### config.mk
export PLATFORM = sky130hd
export DESIGN_NAME = sc_exception_sequencer
export DESIGN_NICKNAME = d
export VERILOG_FILES = /design/src/rtl/sc_exception_sequencer.sv
export SDC_FILE = /design/constraint.sdc
export NUM_CORES = 1
export LEC_CHECK = 0
export ABC_AREA = 1
export CORE_MARGIN = 2
export CORE_UTILIZATION = 40
export DETAILED_ROUTE_END_ITERATION = 16
export PLACE_DENSITY_LB_ADDON = 0.05
export SLEW_MARGIN = 20
export SYNTH_ARGS = -nofsm -noshare
export SYNTH_HDL_FRONTEND = slang
export SYNTH_SLANG_ARGS = --single-unit
### constraint.sdc
create_clock -name clk -period 2.26 [get_ports clk]
set_input_delay 0.452 -clock clk [delete_from_list [all_inputs] [get_ports clk]]
set_output_delay 0.452 -clock clk [all_outputs]
set_load 0.1 [all_outputs]
### src/rtl/sc_exception_sequencer.sv
// Exception/interrupt sequencer for the single-cycle MIPS core: prioritises faults over
// latched IRQs, redirects fetch to handler vectors, saves EPC/Cause and returns on eret.
module sc_exception_sequencer #(
    parameter int unsigned NUM_IRQ                = 4,
    parameter logic [31:0] IRQ_VECTOR_BASE        = 32'h0000_0200,
    parameter logic [31:0] UNDEFINED_HANDLER_ADDR = 32'h0000_0180,
    parameter logic [31:0] OVERFLOW_HANDLER_ADDR  = 32'h0000_01C0
) (
    input  logic               clk,
    input  logic               reset_n,
    input  logic               enable,
    input  logic               undefined_instr,
    input  logic               overflow,
    input  logic               eret,
    input  logic [NUM_IRQ-1:0] irq,
    input  logic [31:0]        pc_current,
    input  logic               cfg_we,
    input  logic [NUM_IRQ:0]   cfg_wdata,
    output logic               redirect,
    output logic [31:0]        redirect_pc,
    output logic               kill,
    output logic [31:0]        epc,
    output logic [4:0]         cause,
    output logic [NUM_IRQ:0]   status,
    output logic [NUM_IRQ-1:0] pending,
    output logic               in_handler,
    output logic               halted
);

    typedef enum logic [1:0] {
        ST_IDLE    = 2'd0,
        ST_HANDLER = 2'd1,
        ST_HALT    = 2'd2
    } state_e;

    localparam logic [4:0] CAUSE_NONE      = 5'd0;
    localparam logic [4:0] CAUSE_UNDEFINED = 5'd1;
    localparam logic [4:0] CAUSE_OVERFLOW  = 5'd2;

    state_e             state_q, state_d;
    logic [31:0]        epc_q, epc_d;
    logic [4:0]         cause_q, cause_d;
    logic [NUM_IRQ-1:0] im_q, im_d;
    logic               ie_q, ie_d;
    logic               prev_ie_q, prev_ie_d;
    logic [NUM_IRQ-1:0] pending_q, pending_d;
    logic [NUM_IRQ-1:0] irq_prev_q, irq_prev_d;

    logic               cand_valid;
    logic [4:0]         cand_code;
    logic [31:0]        cand_vec;
    logic [NUM_IRQ-1:0] cand_irq_hit;
    logic               fault;
    logic [4:0]         fault_code;

    assign fault      = undefined_instr | overflow;
    assign fault_code = undefined_instr ? CAUSE_UNDEFINED : CAUSE_OVERFLOW;

    // Candidate selection: faults first, then the lowest-numbered enabled pending IRQ.
    always_comb begin
        // NOTE: every comb output gets a default first so no path can infer a latch.
        cand_valid   = 1'b0;
        cand_code    = CAUSE_NONE;
        cand_vec     = '0;
        cand_irq_hit = '0;
        if (undefined_instr) begin
            cand_valid = 1'b1;
            cand_code  = CAUSE_UNDEFINED;
            cand_vec   = UNDEFINED_HANDLER_ADDR;
        end else if (overflow) begin
            cand_valid = 1'b1;
            cand_code  = CAUSE_OVERFLOW;
            cand_vec   = OVERFLOW_HANDLER_ADDR;
        end else begin
            for (int i = 0; i < int'(NUM_IRQ); i++) begin
                if (!cand_valid && pending_q[i] && im_q[i] && ie_q) begin
                    cand_valid      = 1'b1;
                    cand_code       = 5'(16 + i);
                    cand_vec        = IRQ_VECTOR_BASE + (32'(i) << 4);
                    cand_irq_hit[i] = 1'b1;
                end
            end
        end
    end

    // State register and all architectural flops.
    always_ff @(posedge clk) begin
        // NOTE: sequential state uses non-blocking assignments so every flop samples pre-edge values.
        if (!reset_n) begin
            state_q    <= ST_IDLE;
            epc_q      <= '0;
            cause_q    <= CAUSE_NONE;
            im_q       <= '1;
            ie_q       <= 1'b0;
            prev_ie_q  <= 1'b0;
            pending_q  <= '0;
            irq_prev_q <= '0;
        end else begin
            state_q    <= state_d;
            epc_q      <= epc_d;
            cause_q    <= cause_d;
            im_q       <= im_d;
            ie_q       <= ie_d;
            prev_ie_q  <= prev_ie_d;
            pending_q  <= pending_d;
            irq_prev_q <= irq_prev_d;
        end
    end

    // Next-state and register update logic.
    always_comb begin
        state_d    = state_q;
        epc_d      = epc_q;
        cause_d    = cause_q;
        im_d       = im_q;
        ie_d       = ie_q;
        prev_ie_d  = prev_ie_q;
        irq_prev_d = irq;
        pending_d  = pending_q | (irq & ~irq_prev_q);

        // Status writes come first so entry and eret below can override IE.
        if (enable && state_q != ST_HALT && cfg_we) begin
            im_d = cfg_wdata[NUM_IRQ:1];
            ie_d = cfg_wdata[0];
        end

        unique case (state_q)
            ST_IDLE: begin
                if (enable && cand_valid) begin
                    epc_d     = pc_current;
                    cause_d   = cand_code;
                    prev_ie_d = ie_q;
                    ie_d      = 1'b0;
                    state_d   = ST_HANDLER;
                    pending_d = pending_d & ~cand_irq_hit;
                end
            end
            ST_HANDLER: begin
                if (enable) begin
                    if (fault) begin
                        cause_d = fault_code;
                        state_d = ST_HALT;
                    end else if (eret) begin
                        ie_d    = prev_ie_q;
                        cause_d = CAUSE_NONE;
                        state_d = ST_IDLE;
                    end
                end
            end
            ST_HALT: begin
                state_d = ST_HALT;
            end
            default: begin
                state_d = ST_IDLE;
            end
        endcase
    end

    // Combinational fetch redirect and writeback kill.
    always_comb begin
        redirect    = 1'b0;
        redirect_pc = '0;
        kill        = 1'b0;
        unique case (state_q)
            ST_IDLE: begin
                if (enable && cand_valid) begin
                    redirect    = 1'b1;
                    redirect_pc = cand_vec;
                    kill        = 1'b1;
                end
            end
            ST_HANDLER: begin
                if (enable && fault) begin
                    redirect    = 1'b1;
                    redirect_pc = pc_current;
                    kill        = 1'b1;
                end else if (enable && eret) begin
                    redirect    = 1'b1;
                    redirect_pc = epc_q;
                end
            end
            ST_HALT: begin
                redirect    = 1'b1;
                redirect_pc = pc_current;
                kill        = 1'b1;
            end
            default: begin
                redirect = 1'b0;
            end
        endcase
    end

    assign epc        = epc_q;
    assign cause      = cause_q;
    assign status     = {im_q, ie_q};
    assign pending    = pending_q;
    assign in_handler = (state_q == ST_HANDLER);
    assign halted     = (state_q == ST_HALT);

endmodule

==> results of run 1 <==
[metal layers]
metal  routed length, µm  up-vias  global-route usage
met2                4490       98               0.450
met1                3790     1391               0.341
met3                 664        8              0.0728
met4                  69        0              0.0525
met5                   0        -                   0
li1                    -     1441                   -
[through the flow]
step | util | cell area [µm²] | TNS, ns
global placement | 0.726 | 4330 | -6.14
global route | 0.799 | 4760 | -0.541
finish | 0.799 | 4760 | 0
detailed placement | 0.726 | 4330 | -6.39
floorplan | - | 2650 | -1.18
CTS | 0.796 | 4740 | 0
[state kept, by name, indices dropped and copies added, names as in the netlist]
name and flops:
epc 32, im_q 4, irq_prev_q 4, pending 4, cause 3, state_q 2, ie_q 1, prev_ie_q 1
[power by group through the flow]
| stage | sequential (µW) | clock [µW] | combinational, µW |
|---|---|---|---|
| 2_1_floorplan | 1630 | 0 | 629 |
| 3_3_place_gp | 1070 | 0 | 1690 |
| 3_5_place_dp | 1080 | 0 | 1700 |
| 4_1_cts | 1060 | 606 | 1740 |
| 5_1_grt | 1080 | 636 | 1820 |
| 6_report | 1070 | 591 | 1750 |
[cell families after synthesis]
kind of cell / count (synthesis) / synth area share
AO/OA/AOI/OAI: 73 / 0.197
AND/OR/NAND/NOR: 177 / 0.297
buffers and inverters: 44 / 0.0898
flip-flops: 51 / 0.414
other: 1 / 0.00152
[tightest hold or removal path, delay by kind of cell, from the launching register on]
family          cells  cell delay [ns]
flops               1             0.33
simple gates        1             0.06
compound gates      1             0.05
[cell type report]
type,instances,share of cell area
multi-input cells,252,0.319
repair buffers,164,0.397
well taps,75,0.0197
flip-flops and latches,51,0.222
inverters,22,0.0205
clock buffers,8,0.0213
[synth_stat cells, drive strengths merged]
library cell | count | area (µm²)
a31o | 1 | 8.76
o21ai | 37 | 208
inv | 20 | 75.1
nand4 | 6 | 37.5
conb | 1 | 3.75
nor2 | 89 | 344
nand2 | 54 | 205
nand3 | 27 | 135
nor3 | 1 | 10.0
o211ai | 1 | 7.51
a22oi | 1 | 7.51
a22o | 22 | 193
a21oi | 11 | 62.6
dfxtp | 51 | 1020
clkinv | 2 | 8.75
clkbuf | 7 | 26.3
buf | 15 | 111
[worst max-delay path by stage]
stage,start,to,cells after the start
after floorplan,im_q[1],redirect,8
after global placement,enable,redirect_pc[15],8
after detailed placement,overflow,redirect_pc[8],8
after CTS,undefined_instr,redirect_pc[8],10
after global routing,ie_q,redirect_pc[9],9
final,enable,redirect_pc[19],8
[repair_timing]
action | 4_1_cts | 5_1_grt
pin swaps | 8 | 6
endpoints found under the setup margin | 34 | 29
cloned | 2 | 0
buffers inserted | 12 | 1
resized for setup | 39 | 14
==> results.yml, run 1 <==
clock_tree:
  cts-buffers-inserted: 5
  clock-sinks: 51
  clockRootBuffer: "clkbuf_8"
  cts_tree: "built"
  insertion_delay_ns: 0.30
  cts_hold_buf: 0
  clk_path_buf_depth: 2
  cts_max_level: 2
  clk_pin_slew_ns: 0.09
logic_synthesis:
  synth-seq-cells: 51
  netlist_area_um2: 2460
  ys_types: 28
  yosysWarnings: 0
  syn_avg_cell_area_um2: 7.12
  syn_inst: 346
  ys_seq_area_frac: 0.414
timing:
  hold_ws_ns: 0.472
  rsz0062_at_grt: "yes"
  setup_viol: 0
  max_freq_ghz: 0.449
  skew_ns: 0.00569
  hold_viol: 0
  timing.final.crit_period_ns: 2.23
  period_share: 0.986
  drv_slew: 0
  layout_setup_ws_ns: 0.0317
placed_design:
  numPortBuffers: 127
  post-dp-hpwl_um: 6010
  dp_slack_ns: -0.236
  gp_congestion: 0.857
  placedCellCount: 552
drt:
  detail_route.wl_per_cell_um: 15.7
  dr_total_vias: 2938
  antenna_left: 0
  drt_iter0_drc: 158
  firstDrtPassIters: 4
  drc: 0
  wl_um: 9010
  vias_per_cell: 5.14
power:
  pwr-share-comb: 0.513
  powerDensity_nw_per_um2: 718
  seqPwrFrac: 0.313
  p_sw_frac: 0.479
  p_switching_uw: 1640
  p_int_uw: 1780
  ir_worst_vdd_mv: 0.446
  clock_power_share: 0.173
  leakage_uw: 0.00219
  totalPowerFinal_uw: 3410
worst_setup_path:
  worstPathRequired_ns: 1.81
  worst-r2r-setup-slack_ns: 0.56
  arrival_ns: 1.78
  critPathMaxFanout: 6
  end_kind: "output port"
  path_cells: "dlygate4sd2_1 -> nand2_2 -> nor3_4 -> buf_6 -> buf_12 -> buf_16 -> a22o_4 -> buf_12"
  cp_slowest_cell: "dlygate4sd2_1"
  critPathTopFamily: "buffers and inverters"
  max_stage_delay_ns: 0.30
  reg2regPathDepth: 9
  path_buf_inv: 5
  r2r-end: "epc[16]"
  start_kind: "primary input"
  cp_common_cell: "buf_12"
  rr_startpoint: "ie_q"
  critical_path_class: "in2out"
floorplanning:
  start_util: 0.414
  die_y_um: 82.5
  die_w_um: 82.5
  pin_count: 130
  dieArea_um2: 6810
  design.core.area_um2: 5960
  rows: 28
final_layout:
  drive_gt1_frac: 0.398
  num-nets-final: 544
  syn_to_final_growth_pct: 93.0
  layout_common_cells: "nor2_1, buf_4, nand2_1, clkdlybuf4s50_1, dfxtp_1"
  diodes: 0
  fin_cells: 572
  final_common_cell: "nor2_1"
  fillers: 400
  seqCellArea_um2: 1060
  multiInputGateArea_um2: 1520
outcome:
  status: "complete, no violations"
global_route:
  grt_max_degree: 49
  grt-ovfl-total: 0
  grt_pass1_vias: 2845
  grtUsageTotal: 0.266
  antenna_found_initial: 0
  grt_pass1_wl_um: 13800
min_path:
  whs_endpoint: "ie_q"
  hp-class: "reg2reg"
  hold_depth: 2
  hold_start: "prev_ie_q"
job:
  max-cap-violations: 0
(Power assumes the default switching activity.)
==> inputs of run 2 (changes only) <==
--- a/config.mk
+++ b/config.mk
@@ -9,6 +9,7 @@
 export CORE_MARGIN = 2
 export CORE_UTILIZATION = 40
 export DETAILED_ROUTE_END_ITERATION = 16
+export GPL_TIMING_DRIVEN = 0
 export PLACE_DENSITY_LB_ADDON = 0.05
 export SLEW_MARGIN = 20
 export SYNTH_ARGS = -nofsm -noshare
==> results.yml, run 2 (synthesis gave the netlist of run 1 again) <==
worst_setup_path:
  arrival_ns: 1.90
  max_stage_delay_ns: 0.43
  path_cells: "nand3_4 -> nand4_1 -> nand2_1 -> nand2_1 -> nand2_2 -> buf_6 -> buf_12 -> o211ai_1 -> buf_6"
  cp_slowest_cell: "dfxtp_4"
  path_buf_inv: 3
  critical_path_class: "reg2out"
  critPathMaxFanout: 7
  worst-r2r-setup-slack_ns: 0.36
  worstPathRequired_ns: 1.81
  start_kind: "flop"
  critPathTopFamily: "buffers and inverters"
  end_kind: "output port"
clock_tree:
  clk_pin_slew_ns: 0.10
  cts_max_level: 2
  clk_path_buf_depth: 2
  cts_tree: "built"
  cts_hold_buf: 0
  clockRootBuffer: "clkbuf_8"
  clock-sinks: 51
  cts-buffers-inserted: 5
  insertion_delay_ns: 0.31
timing:
  skew_ns: 0.00630
  worst_pin_slew_ns: 1.04
  tns_ns: -0.147
  relSlewSlack: 0.310
  setup_viol: 4
  layout_setup_ws_ns: -0.0927
  timing.final.crit_period_ns: 2.35
  period_share: 1.04
  max_freq_ghz: 0.425
  rsz0062_at_grt: "yes"
  hold_viol: 0
  drv_slew: 0
  hold_ws_ns: 0.477
global_route:
  grt_max_degree: 16
  grt-ovfl-total: 0
  grt_pass1_vias: 2688
  grtUsageTotal: 0.254
  antenna_found_initial: 0
  grt_pass1_wl_um: 13200
floorplanning:
  dieArea_um2: 6810
  die_y_um: 82.5
  pin_count: 130
  start_util: 0.414
  design.core.area_um2: 5960
  die_w_um: 82.5
  rows: 28
placed_design:
  numPortBuffers: 126
  post-dp-hpwl_um: 6100
  gp_congestion: 0.834
  dp_slack_ns: -1.42
final_layout:
  diodes: 0
  largest_register_ffs: 32
  num-nets-final: 563
  fillers: 439
  layout_common_cells: "nor2_1, nand2_1, clkdlybuf4s50_1, dfxtp_1, dlygate4sd2_1"
  syn_to_final_growth_pct: 91.1
  multiInputGateArea_um2: 1450
  seqCellArea_um2: 1060
  drive_gt1_frac: 0.320
  final_common_cell: "nor2_1"
drt:
  wl_um: 9300
  drt_iter0_drc: 126
  vias_per_cell: 5.12
  antenna_left: 0
  firstDrtPassIters: 4
  dr_total_vias: 3023
  drc: 0
  detail_route.wl_per_cell_um: 15.7
power:
  powerDensity_nw_per_um2: 702
  totalPowerFinal_uw: 3310
  leakage_uw: 0.00227
  ir_worst_vdd_mv: 0.503
outcome:
  status: "finished, violations left"
  violations: "negative setup slack"
job:
  max-cap-violations: 0
min_path:
  hp-class: "reg2reg"
==> run 2: worst min-delay path, delay by kind of cell (launching register included) <==
kind	cells	cell delay (ns)
AO/OA/AOI/OAI	1	0.05
AND/OR/NAND/NOR	1	0.07
flip-flops	1	0.32
==> run 2: stage by stage <==
| stage | cells | instance area (µm²) | util |
|---|---|---|---|
| after detailed placement | 548 | 4000 | 0.672 |
| after floorplan | 347 | 2650 | - |
| after global placement | 548 | 4000 | 0.672 |
| after CTS | 579 | 4480 | 0.751 |
| after global routing | 591 | 4710 | 0.791 |
| final | 591 | 4710 | 0.791 |
==> run 2: final timing paths <==
| kind | depth (start not counted) | endpoint | from |
|---|---|---|---|
| setup / recovery | 9 | redirect | ie_q |
| hold / removal | 2 | cause[4] | cause[4] |
| setup reg to reg | 11 | epc[26] | ie_q |
| hold reg to reg | 2 | cause[4] | cause[4] |
==> run 2: area by class of cell <==
type	count	share of cell area
Clock buffer	5	0.0146
Multi-Input combinational cell	252	0.308
Timing Repair Buffer	162	0.370
Sequential cell	51	0.224
Buffer	21	0.0364
Tap cell	75	0.0199
Inverter	22	0.0234
Clock inverter	3	0.00319
==> run 2: repair_timing <==
| action | CTS | global route |
|---|---|---|
| setup endpoints to repair | 76 | 36 |
| buffers inserted | 23 | 10 |
| cloned | 1 | 2 |
| resized for setup | 347 | 38 |
| hold endpoints to repair | 0 | 0 |
| pin swaps | 12 | 7 |
==> run 2: power breakdown <==
group | switching, µW | leakage (µW) | total [µW] | internal [µW]
clock network | 314 | 0.0000392 | 526 | 211
registers | 74.3 | 0.000426 | 1060 | 986
logic | 1250 | 0.00180 | 1720 | 466
total | 1640 | 0.00227 | 3310 | 1660
==> run 2: per-layer routing <==
layer  GRT usage  wire length (µm)  vias to the layer above
met5           0                 0                        -
met4      0.0443                62                        0
met3      0.0750               835                        6
met2       0.426              4450                      121
met1       0.328              3950                     1409
li1            -                 -                     1487
